--- src/rtl/placar_bcd.sv ---
// -----------------------------------------------------------------------------
// placar_bcd -- two-digit BCD score accumulator for one scoreboard team.
//
// Converts debounced +1/+2/+3 button presses, a single-level undo and a clear
// into a saturating 00..99 score. Adds and undos are applied one point per
// clock, so no binary-to-BCD conversion is needed.
//
// Ports:
//   clk       in   system clock, rising edge
//   rst_n     in   asynchronous active-low reset
//   btn_p1    in   add 1 point (level, debounced, synchronous)
//   btn_p2    in   add 2 points
//   btn_p3    in   add 3 points
//   btn_undo  in   remove the points applied by the most recent addition
//   btn_clr   in   clear score to 00 (acts in any state)
//   unidade   out  BCD units digit
//   dezena    out  BCD tens digit
//   busy      out  registered, high while an add/undo sequence runs
//   sat       out  high once an addition has been clipped at 99
// -----------------------------------------------------------------------------
module placar_bcd (
   input  logic       clk,
   input  logic       rst_n,
   input  logic       btn_p1,
   input  logic       btn_p2,
   input  logic       btn_p3,
   input  logic       btn_undo,
   input  logic       btn_clr,
   output logic [3:0] unidade,
   output logic [3:0] dezena,
   output logic       busy,
   output logic       sat
);

   typedef enum logic [1:0] {
      IDLE = 2'd0,
      INC  = 2'd1,
      DEC  = 2'd2
   } state_t;

   state_t     r_state;
   logic [1:0] r_pend;
   logic [1:0] r_last;
   logic [3:0] r_uni;
   logic [3:0] r_dez;
   logic       r_busy;
   logic       r_sat;

   // Previous button levels, ordered {clr, undo, p3, p2, p1}. Resetting them
   // to 1 suppresses a phantom event for a button held through reset.
   logic [4:0] r_prev;
   logic [4:0] w_btn;
   logic [4:0] w_ev;

   assign w_btn = {btn_clr, btn_undo, btn_p3, btn_p2, btn_p1};
   assign w_ev  = w_btn & ~r_prev;

   logic w_at99;
   assign w_at99 = (r_uni == 4'd9) && (r_dez == 4'd9);

   always_ff @(posedge clk or negedge rst_n) begin
      if (!rst_n) begin
         r_state <= IDLE;
         r_pend  <= 2'd0;
         r_last  <= 2'd0;
         r_uni   <= 4'd0;
         r_dez   <= 4'd0;
         r_busy  <= 1'b0;
         r_sat   <= 1'b0;
         r_prev  <= 5'b11111;
      end else begin
         r_prev <= w_btn;
         if (w_ev[4]) begin
            // Clear wins everywhere and aborts any sequence in flight.
            r_state <= IDLE;
            r_pend  <= 2'd0;
            r_last  <= 2'd0;
            r_uni   <= 4'd0;
            r_dez   <= 4'd0;
            r_busy  <= 1'b0;
            r_sat   <= 1'b0;
         end else begin
            case (r_state)
               IDLE: begin
                  if (w_ev[3]) begin
                     // Undo with nothing recorded is a no-op.
                     if (r_last != 2'd0) begin
                        r_pend  <= r_last;
                        r_last  <= 2'd0;
                        r_sat   <= 1'b0;
                        r_state <= DEC;
                        r_busy  <= 1'b1;
                     end
                  end else if (w_ev[2]) begin
                     r_pend  <= 2'd3;
                     r_last  <= 2'd0;
                     r_state <= INC;
                     r_busy  <= 1'b1;
                  end else if (w_ev[1]) begin
                     r_pend  <= 2'd2;
                     r_last  <= 2'd0;
                     r_state <= INC;
                     r_busy  <= 1'b1;
                  end else if (w_ev[0]) begin
                     r_pend  <= 2'd1;
                     r_last  <= 2'd0;
                     r_state <= INC;
                     r_busy  <= 1'b1;
                  end
               end
               INC: begin
                  if (w_at99) begin
                     // Clip: remaining points are discarded, last keeps only
                     // what was actually applied.
                     r_sat   <= 1'b1;
                     r_pend  <= 2'd0;
                     r_state <= IDLE;
                     r_busy  <= 1'b0;
                  end else begin
                     if (r_uni == 4'd9) begin
                        r_uni <= 4'd0;
                        r_dez <= r_dez + 4'd1;
                     end else begin
                        r_uni <= r_uni + 4'd1;
                     end
                     r_last <= r_last + 2'd1;
                     r_pend <= r_pend - 2'd1;
                     if (r_pend == 2'd1) begin
                        r_state <= IDLE;
                        r_busy  <= 1'b0;
                     end
                  end
               end
               DEC: begin
                  // Undo only removes applied points, so 00 is never crossed.
                  if (r_uni == 4'd0) begin
                     r_uni <= 4'd9;
                     r_dez <= r_dez - 4'd1;
                  end else begin
                     r_uni <= r_uni - 4'd1;
                  end
                  r_pend <= r_pend - 2'd1;
                  if (r_pend == 2'd1) begin
                     r_state <= IDLE;
                     r_busy  <= 1'b0;
                  end
               end
               default: begin
                  r_state <= IDLE;
                  r_pend  <= 2'd0;
                  r_busy  <= 1'b0;
               end
            endcase
         end
      end
   end

   assign unidade = r_uni;
   assign dezena  = r_dez;
   assign busy    = r_busy;
   assign sat     = r_sat;

endmodule

--- config.mk ---
export PLATFORM = sky130hd
export DESIGN_NAME = placar_bcd
export DESIGN_NICKNAME = d
export VERILOG_FILES = /design/src/rtl/placar_bcd.sv
export SDC_FILE = /design/constraint.sdc
export NUM_CORES = 1
export LEC_CHECK = 0
export BUFFER_PORTS_ARGS = -buffer_cell sky130_fd_sc_hd__clkbuf_2
export CORE_UTILIZATION = 60
export CTS_CLUSTER_SIZE = 14
export DETAILED_ROUTE_END_ITERATION = 8
export PLACE_DENSITY_LB_ADDON = 0.05
export RECOVER_POWER = 50
export SYNTH_ARGS = -nofsm -noshare
export SYNTH_HDL_FRONTEND = slang
export SYNTH_SLANG_ARGS = --single-unit
--- constraint.sdc ---
create_clock -name clk -period 6.3 [get_ports clk]
set_clock_uncertainty 0.15 [all_clocks]
set_input_delay 0.63 -clock clk [delete_from_list [all_inputs] [get_ports clk]]
set_output_delay 0.63 -clock clk [all_outputs]
set_load 0.05 [all_outputs]
Word-level counts from Yosys, hierarchy flattened. Index checks and enable logic that the tools add are counted.

Output and inout port bits: 10. Flip-flop bits (word level): 21. Input bits: 7.

Reductions and logical operators: 11. $add $sub $neg: 6. Equality and inequality tests: 13. Muxes and demuxes: 48. Bitwise operators: 2.

Operators with widths (number): two-way mux 2 bit (21); two-way mux 4 bit (8); != test 3 bit, second input constant (6); case mux 4 bit (2 select lines) (2); two-way mux 1 bit (12); case mux 2 bit (3 select lines) (2); AND reduction 4 bit (3); adder 4 x 1 -> 4 bit, second input constant (2); equality test 4 bit, second input constant (2); subtractor 4 x 1 -> 4 bit, second input constant (2); != test 6 bit, second input constant (1); nonzero test 3 bit (2); bitwise AND 5 bit (1); NOT 5 bit (1); equality test 2 x 1 -> 1 bit, second input constant (2); logical NOT 4 bit (1); != test 4 bit, second input constant (1); case mux 2 bit (2 select lines) (1); AND reduction 2 bit (2); case mux 1 bit (3 select lines) (1); adder 2 x 1 -> 2 bit, second input constant (1); equality test 2 bit, second input constant (1); logical NOT 2 bit (1); case mux 1 bit (2 select lines) (1); 3 further kinds (3).

Depth between registers and ports, before layout. Gate-level depths: netlist of the first run.

Depth in word-level cells: 8. Depth in mapped cells: 8. Mapped depth without buffers: 8.

Least setup slack after synthesis of the first run. No wires, ideal clock.

Path type: register to register. Start: register r_dez[1] (netlist: dezena[1]). End: register r_uni[1] (netlist: unidade[1]). Cell stages (with the launch flop): 5. Clock period less this slack: 2.090 ns. Data required time: 6.054 ns. Arrival: 1.844 ns. Path slack: 4.210 ns. Setup time: 0.096 ns. Path buffers: 0. Path through: dfrtp_1 > and4bb_1 > and4_4 > or4_1 > a311oi_2.

Cells in the longest elaborated chain, start to end: 4.

RTL lines: from (decl) (RTL line 45) `logic [3:0] r_dez;`; from (signal assigned) (RTL line 122) `r_dez <= r_dez + 4'd1;`; from (signal assigned) (RTL line 138) `r_dez <= r_dez - 4'd1;`; equality test 4 bit (RTL line 59) `assign w_at99 = (r_uni == 4'd9) && (r_dez == 4'd9);`; logical AND 1 bit (RTL line 59); != test 3 bit (no source line); AND reduction 2 bit (no source line); to (signal assigned) (RTL line 124) `r_uni <= r_uni + 4'd1;`; to (signal assigned) (RTL line 140) `r_uni <= r_uni - 4'd1;`; to (decl) (RTL line 44) `logic [3:0] r_uni;`.

No other way between the ends. A chain may end at the register's enable or synchronous reset.

Worst setup path in the final report of the first run.
Start: register r_state[0]. End: register r_dez[3] (netlist: dezena[3]).

Cells in the longest elaborated chain, start to end: 3.

RTL lines: from (decl) (RTL line 41) `state_t r_state;`; from (signal assigned) (RTL line 63) `r_state <= IDLE;`; from (signal assigned) (RTL line 75) `r_state <= IDLE;`; from (signal assigned) (RTL line 91) `r_state <= DEC;`; equality test 2 bit or equality test 2 x 1 -> 1 bit (tied branches) (RTL line 83) `case (r_state)`; != test 3 bit (no source line), or another cell as far along; AND reduction 4 bit (no source line) or two-way mux 4 bit (tied branches).

Parallel ways exist; a longest one is shown, timed or not.

==> run summary, run 1 <==
Once the clock tree was built, the setup fixing pass inserted 0 buffers. The clock latency of the later-clocked register in the worst-skew pair is 0.31 ns, and the cell row count is 16. The routed wire length is 2560 um.

The peak fanout along the critical path is 16, and the number of enable flip-flop cells after synthesis is 0. Pin placement for this block handled 17 I/O pins. Data on the critical path is required at its endpoint by 6.39 ns. The maximum clock frequency is 404 MHz. The critical path is of the flop to flop type. The number of synthesis warnings is 0, and the first-pass GRT wire length is 3880 um. The tools report the number of diodes added for antenna fixing as 0. The core region is 1980 um2. The routed via count was 1088. The pre-CTS worst setup slack was 3.91 ns. The tool flagged a number of max-cap violations equal to 0. Clock tree synthesis selected as its root buffer the cell clkbuf_4. The run gives 0 as the number of endpoints with negative hold slack in the final report. For the total track usage, the log shows 0.244.

The run gives 0 ns as the sum of negative setup slack. Floorplan die width: 48.2 um. The tools report the post-synthesis instance area as 1280 um2. The worst slew slack as a fraction of its limit came out at 0.274. The tools report the maximum level of the CTS H-tree as 1. The transition time at the pin with the least slew margin is 1.09 ns, and the power density normalized to cell area is 452 nW/um2. The fraction of layout cells with a size suffix above 1 is 0.201. Path category of the worst min-delay check: primary input to flop.

The first detailed-routing pass ran for 4 iterations. The HPWL after detailed placement was 1860 um. The total overflow left after global routing is 0.

The number of hold-repair buffers added at the cts stage is 0, and the final worst-path cycle share is 0.393. The logs give 902 for the via count of the first global-routing pass and 155 for the number of filler instances in the final layout. The run gives 0 as the post-cts sizing count. The average footprint of a synthesized cell works out to 9.23 um2. The run gives 0 as the count of final max-slew check failures. The share of async-settable or async-resettable flops after synthesis works out to 1.00. The tools report the initial standard-cell utilization of the core as 0.647. In this run the vertical extent of the chip is 48.2 um.

No sink is reached through more buffers than the 2 on the longest clock path. In this run, the number of DRC markers left after iteration 0 of detailed routing was 33. The average wire per standard cell came out at 14.1 um. The share of the yosys chip area belonging to registers was 0.415; the number of buffers inserted by port buffering was 16. The area growth from synthesis to final layout was 9.27%. The register clock-pin slew on the reported worst setup and hold paths works out to 0.13 ns. The post-synthesis register bit count is 21. The die covers 2330 um2. The netlist uses 50 different library cells. The shortest period the worst path allows was 2.47 ns; the post-layout net count was 167.

For this run, design rule violations remaining after detail routing come to 0. The run finished with clean final reports. For the highest ir drop seen on vdd, the log shows 240 uV.

The number of antenna violations at the first check in global routing is 0, and the total of endpoints with negative setup slack in the final report is 0. The run gives 139 as the synthesized instance count. TritonCTS built the clock tree.

Setup repair after global routing left no endpoint under its margin. The dominant register cell in the synthesized netlist is dfrtp_1. The category of the worst setup path launch point is a flop.

For the worst setup path, the data arrival time is 2.56 ns. Clock tree synthesis inserted a total of 3 buffers. STA classifies the critical path endpoint as a flop. Routability-driven placement finished with a final weighted congestion of 0.805. The tools report the post-detailed-route count of antenna-violating nets as 0. Entering global routing, the biggest net connects 22 pins. After detailed routing, the number of vias per cell comes to 6.01.

The clock sink count was 21; the cell leakage power was 0.633 nW. The number of nets in the synthesized netlist is 151. Setup slack closes at 3.83 ns.
[logic make-up (layout without fill, tap and decap cells)]
kind of cell / count (synthesis) / count (layout) / synth area share
adders and majority gates: 5 / 5 / 0.0546
and+or+nand+nor: 53 / 53 / 0.227
buffers and inverters: 13 / 28 / 0.0390
muxes: 3 / 3 / 0.0244
AOI/OAI and AO/OA: 40 / 40 / 0.213
xor gates and xnor gates: 4 / 4 / 0.0273
DFF: 21 / 21 / 0.415
[registers in the layout, summed over array words and instances, names as in the netlist]
register and count:
dezena 4, r_pend 2, busy 1, sat 1, r_prev 5, r_state 2, r_last 2, unidade 4
[Yosys cell counts (all sizes together), types with 2 or more instances]
| library cell | n | area share |
|---|---|---|
| nand2b | 8 | 0.041 |
| nand2 | 11 | 0.032 |
| dfstp | 5 | 0.10 |
| a41oi | 2 | 0.014 |
| buf | 2 | 0.0068 |
| o22ai | 2 | 0.0098 |
| xnor2 | 2 | 0.014 |
| inv | 7 | 0.020 |
| o211ai | 2 | 0.012 |
| a21oi | 11 | 0.046 |
| a211oi | 2 | 0.012 |
| a22oi | 2 | 0.012 |
| xor2 | 2 | 0.014 |
| a31oi | 2 | 0.0098 |
| o21ai | 8 | 0.034 |
| dfrtp | 16 | 0.31 |
| mux2i | 2 | 0.016 |
| or3 | 2 | 0.0098 |
| clkbuf | 4 | 0.012 |
| ha | 4 | 0.039 |
| nor3 | 7 | 0.027 |
| nor2 | 14 | 0.043 |
| a32oi | 2 | 0.014 |
[power by group]
| part | internal [mW] | leakage, nW | switching [mW] |
|---|---|---|---|
| Sequential | 0.174 | 0.262 | 0.0689 |
| Clock | 0.0237 | 0.0177 | 0.0434 |
| Combinational | 0.121 | 0.353 | 0.204 |
| Total | 0.318 | 0.633 | 0.316 |
[worst paths after layout]
path                                 start    endpoint  slack [ns]  depth (start not counted)
min in group asynchronous            rst_n  unidade[0]        0.33                          1
max in group asynchronous            rst_n   r_last[0]        5.01                          1
worst min-delay path                btn_p1   r_prev[0]        0.24                          1
worst min register to register         sat         sat        0.40                          2
worst max-delay path            r_state[0]   dezena[3]        3.83                          8
worst max register to register  r_state[0]   dezena[3]        3.83                          8
[area by class of cell]
class | instances | area [um2] | area share
Timing Repair Buffer | 17 | 81.3 | 0.0580
Clock buffer | 3 | 22.5 | 0.0161
Sequential cell | 21 | 532 | 0.379
Clock inverter | 1 | 5.00 | 0.00357
Multi-Input combinational cell | 105 | 701 | 0.500
Inverter | 7 | 26.3 | 0.0188
Tap cell | 27 | 33.8 | 0.0241
[per-stage QoR]
step,area [um2],hold WS [ns],utilization,instances,power [mW]
2_1_floorplan,1280,0.184,-,139,0.497
3_3_place_gp,1380,0.383,0.696,177,0.558
3_5_place_dp,1380,0.388,0.696,177,0.571
4_1_cts,1410,0.135,0.710,181,0.636
5_1_grt,1400,0.236,0.707,181,0.680
6_report,1400,0.242,0.707,181,0.634
[cell usage in the layout (no fill, tap or decap), drive strengths merged, types with 5 or more instances in the layout]
cell    Yosys  routed
o21ai       8       8
nor3        7       7
nor2       14      14
nand2      11      11
nand2b      8       8
inv         7       7
a21oi      11      11
dfstp       5       5
dfrtp      16      16
clkbuf      4      19
[per-layer routing]
| layer | GRT usage | up-vias | wire [um] |
|---|---|---|---|
| li1 | - | 540 | - |
| met1 | 0.322 | 519 | 1180 |
| met2 | 0.395 | 24 | 1250 |
| met3 | 0.0444 | 5 | 90 |
| met4 | 0.100 | 0 | 37 |
| met5 | 0 | - | 0 |
[critical path, stage by stage (launching register included)]
cell,delay (ns)
dfrtp_1,0.59
nand2b_2,0.30
inv_2,0.19
ha_1,0.26
a21o_1,0.17
a21oi_1,0.17
xnor2_1,0.09
or3_1,0.32
a21oi_1,0.16
Power figures use the tool's default switching activity.
==> run 2: changes to the inputs <==
CORE_UTILIZATION = 56   (was 60)
clock period = 2.3 ns   (was 6.3 ns; I/O delays follow)
==> run 2 against run 1 <==
  * First-iteration DRC count up 15%
  * Clock power rose to 2.8 times the previous value
  * Sequential share of layout area shrank 2.1 points
  * Final cell count increased by 5.0%
  * Critical path depth unchanged
  * Flip-flop and latch count stayed put
  * Hold slack improved by 0.16 ns
  * Sequential power increased to 2.5 times the previous value
==> run summary, run 2 (same netlist as run 1, synthesis figures left out) <==
The cell type of the slowest stage on the worst timing path was dfrtp_1. The depth of the most critical reg-to-reg path was 8. The critical path crosses 8 cells after its start point. Number of endpoints with negative hold slack in the final report: 0.

The final worst-path cycle share is 0.882. The register with the most flip-flops is r_prev. The number of DRC violations after detailed routing is 0. After detailed routing, the average wire length per cell comes to 14.7 um. Setup repair after global routing left no endpoint under its margin. The tools report the die area as 2490 um2. Core box area: 2060 um2. The area growth from synthesis to final layout was 15.6%; the worst slew slack as a fraction of its limit was 0.226. The power density normalized to cell area was 1200 nW/um2; the sum of negative setup slack was 0 ns. The switching share of power is 0.493. In this run the worst hold path is classified as primary input to flop.

The total of endpoints with negative setup slack in the final report came out at 0. The total cell area at the placement stage came out at 1400 um2. The required time of the worst setup path came out at 2.40 ns. The run finished with clean final reports. The first global-routing pass estimated 4770 um of wire. By startpoint and endpoint, the worst setup path is classified as flop to flop. The logs give 0.31 ns for the clock latency of the later-clocked register in the worst-skew pair and 176 for the post-layout net count. For this run, the slowest stage of the critical path takes 0.39 ns.

Port buffering added 16 buffers. The post-cts sizing count was 0; the count of max-cap constraint violations was 0. For the number of hold-repair buffers added at the cts stage, the log shows 6.

Category of the worst setup path launch point: a flop. The cell repeated most along the worst path is a21oi_1. The run gives 0.829 as the routability congestion estimate from global placement.

The floorplan has 16 rows. The logs give 0.671 nW for the cell leakage power and 2.12 ns for the arrival time of the worst setup path. The initial standard-cell utilization of the core is 0.622, and the routed via count is 1142. The internal portion of the total power is 0.903 mW.

The logs give 1480 um2 for the summed area of non-filler cells in the final layout and 0 for the post-detailed-route count of antenna-violating nets. The maximum level of the CTS H-tree came out at 1. The tools report the count of final max-slew check failures as 0.

The post-detailed-route via-to-cell ratio is 6.01, and the total track usage is 0.256. Worst hold slack across all endpoints: 0.400 ns. TritonCTS built the clock tree. Number of antenna violations at the first check in global routing: 0.

The first detailed-routing pass ran for 4 iterations. For this block, the initial DRC count from the detailed router was 38. The total congestion overflow came out at 0.

After clock tree synthesis, the setup repair step added 0 buffers. The logs give 161 for the number of filler instances in the final layout and 0 for the number of diodes added for antenna fixing. For this design, the sink count on the clock tree is 21. The fraction of layout cells with a size suffix above 1 was 0.202. The dominant delay contributor by cell family on the critical path is simple AND/OR/NAND/NOR gates.

For this design the top-level I/O count stands at 17. After clock tree synthesis, the clock-pin slew on the worst setup and hold paths is 0.13 ns. Transition time at the pin with the least slew margin: 1.16 ns. The commonest non-fill, non-tap cell in the layout was dfrtp_1. The share of power burned in combinational logic is 0.549. The logs give 493 MHz for the maximum clock frequency and 1012 for the via count of the first global-routing pass. The peak fanout along the critical path came out at 10. The run gives 0.105 as the clock group share of total power. Along the worst hold path, the cell count comes to 2. Entering global routing, the biggest net connects 22 pins. The cell sitting at the root of the clock tree is a clkbuf_4. The routed wire length was 2790 um; the floorplan die width was 49.9 um. Traced cell by cell, the critical path runs through nand2b_2 -> inv_2 -> buf_4 -> ha_1 -> a21oi_1 -> xnor2_1 -> or3_1 -> a21oi_1.

Leaving out fill and tap cells, the most frequent cells in the layout are dfrtp_1, nor2_1, nand2_1, clkbuf_2, a21oi_1. The vertical extent of the die was 49.9 um; the TritonCTS buffer count was 3. Detailed placement finished with a half-perimeter wire length of 1930 um.

The tools report the switching power as 0.879 mW. The maximum clock insertion buffer count was 2. The highest ir drop seen on vdd was 788 uV; the shortest period the worst path allows was 2.03 ns. The critical path endpoint category is a flop.

The part of the total power dissipated in sequential elements was 0.346. Count of buffering cells on the critical path with inverters included: 2. The register with the most flip-flops in the layout has 5 of them.
==> run 2: cell count changes in the layout (fill, tap and decap cells not counted), sizes merged <==
cell         before  now
clkinv            1    0
clkbuf           19   20
buf               1    4
dlygate4sd3       0    6
==> run 2: through the flow <==
step | power (mW) | utilization | std cells | worst slack [ns]
after floorplan | 1.36 | - | 139 | 0.210
after global placement | 1.56 | 0.680 | 180 | 0.393
after detailed placement | 1.59 | 0.680 | 180 | 0.339
after CTS | 1.78 | 0.722 | 190 | 0.301
after global routing | 1.92 | 0.719 | 190 | 0.161
final | 1.78 | 0.719 | 190 | 0.272
==> run 2: cell type report <==
type                    count  area (um2)  share of cell area
clock buffers               4        26.3              0.0177
inverters                   7        26.3              0.0177
multi-input cells         105         701               0.473
flip-flops and latches     21         532               0.359
well taps                  27        33.8              0.0228
repair buffers             26         164               0.111
==> run 2: worst reg2reg max path, cell delays in order, from the launching register on <==
cell,delay [ns]
dfrtp_1,0.39
nand2b_2,0.20
inv_2,0.07
buf_4,0.16
ha_1,0.27
a21oi_1,0.17
xnor2_1,0.10
or3_1,0.32
a21oi_1,0.14
==> run 2: routing by layer <==
layer / GRT usage / part of all wire
met1: 0.394 / 0.47
met3: 0.0216 / 0.044
met4: 0.0905 / 0.013
met5: 0 / 0
met2: 0.374 / 0.47
==> run 2: final timing paths <==
check                            from    endpoint  slack [ns]
setup / recovery           r_state[0]   dezena[3]        0.27
hold / removal                btn_clr   r_prev[4]        0.40
setup reg to reg           r_state[0]   dezena[3]        0.27
hold reg to reg                   sat         sat        0.41
max in group asynchronous       rst_n         sat        0.81
min in group asynchronous       rst_n  unidade[2]        0.51
==> run 2: power groups by stage <==
stage	registers, mW	clock network, mW	logic (mW)
floorplan	0.780	0	0.582
global placement	0.615	0	0.941
detailed placement	0.624	0	0.964
CTS	0.616	0.187	0.977
global route	0.638	0.198	1.09
finish	0.617	0.186	0.978
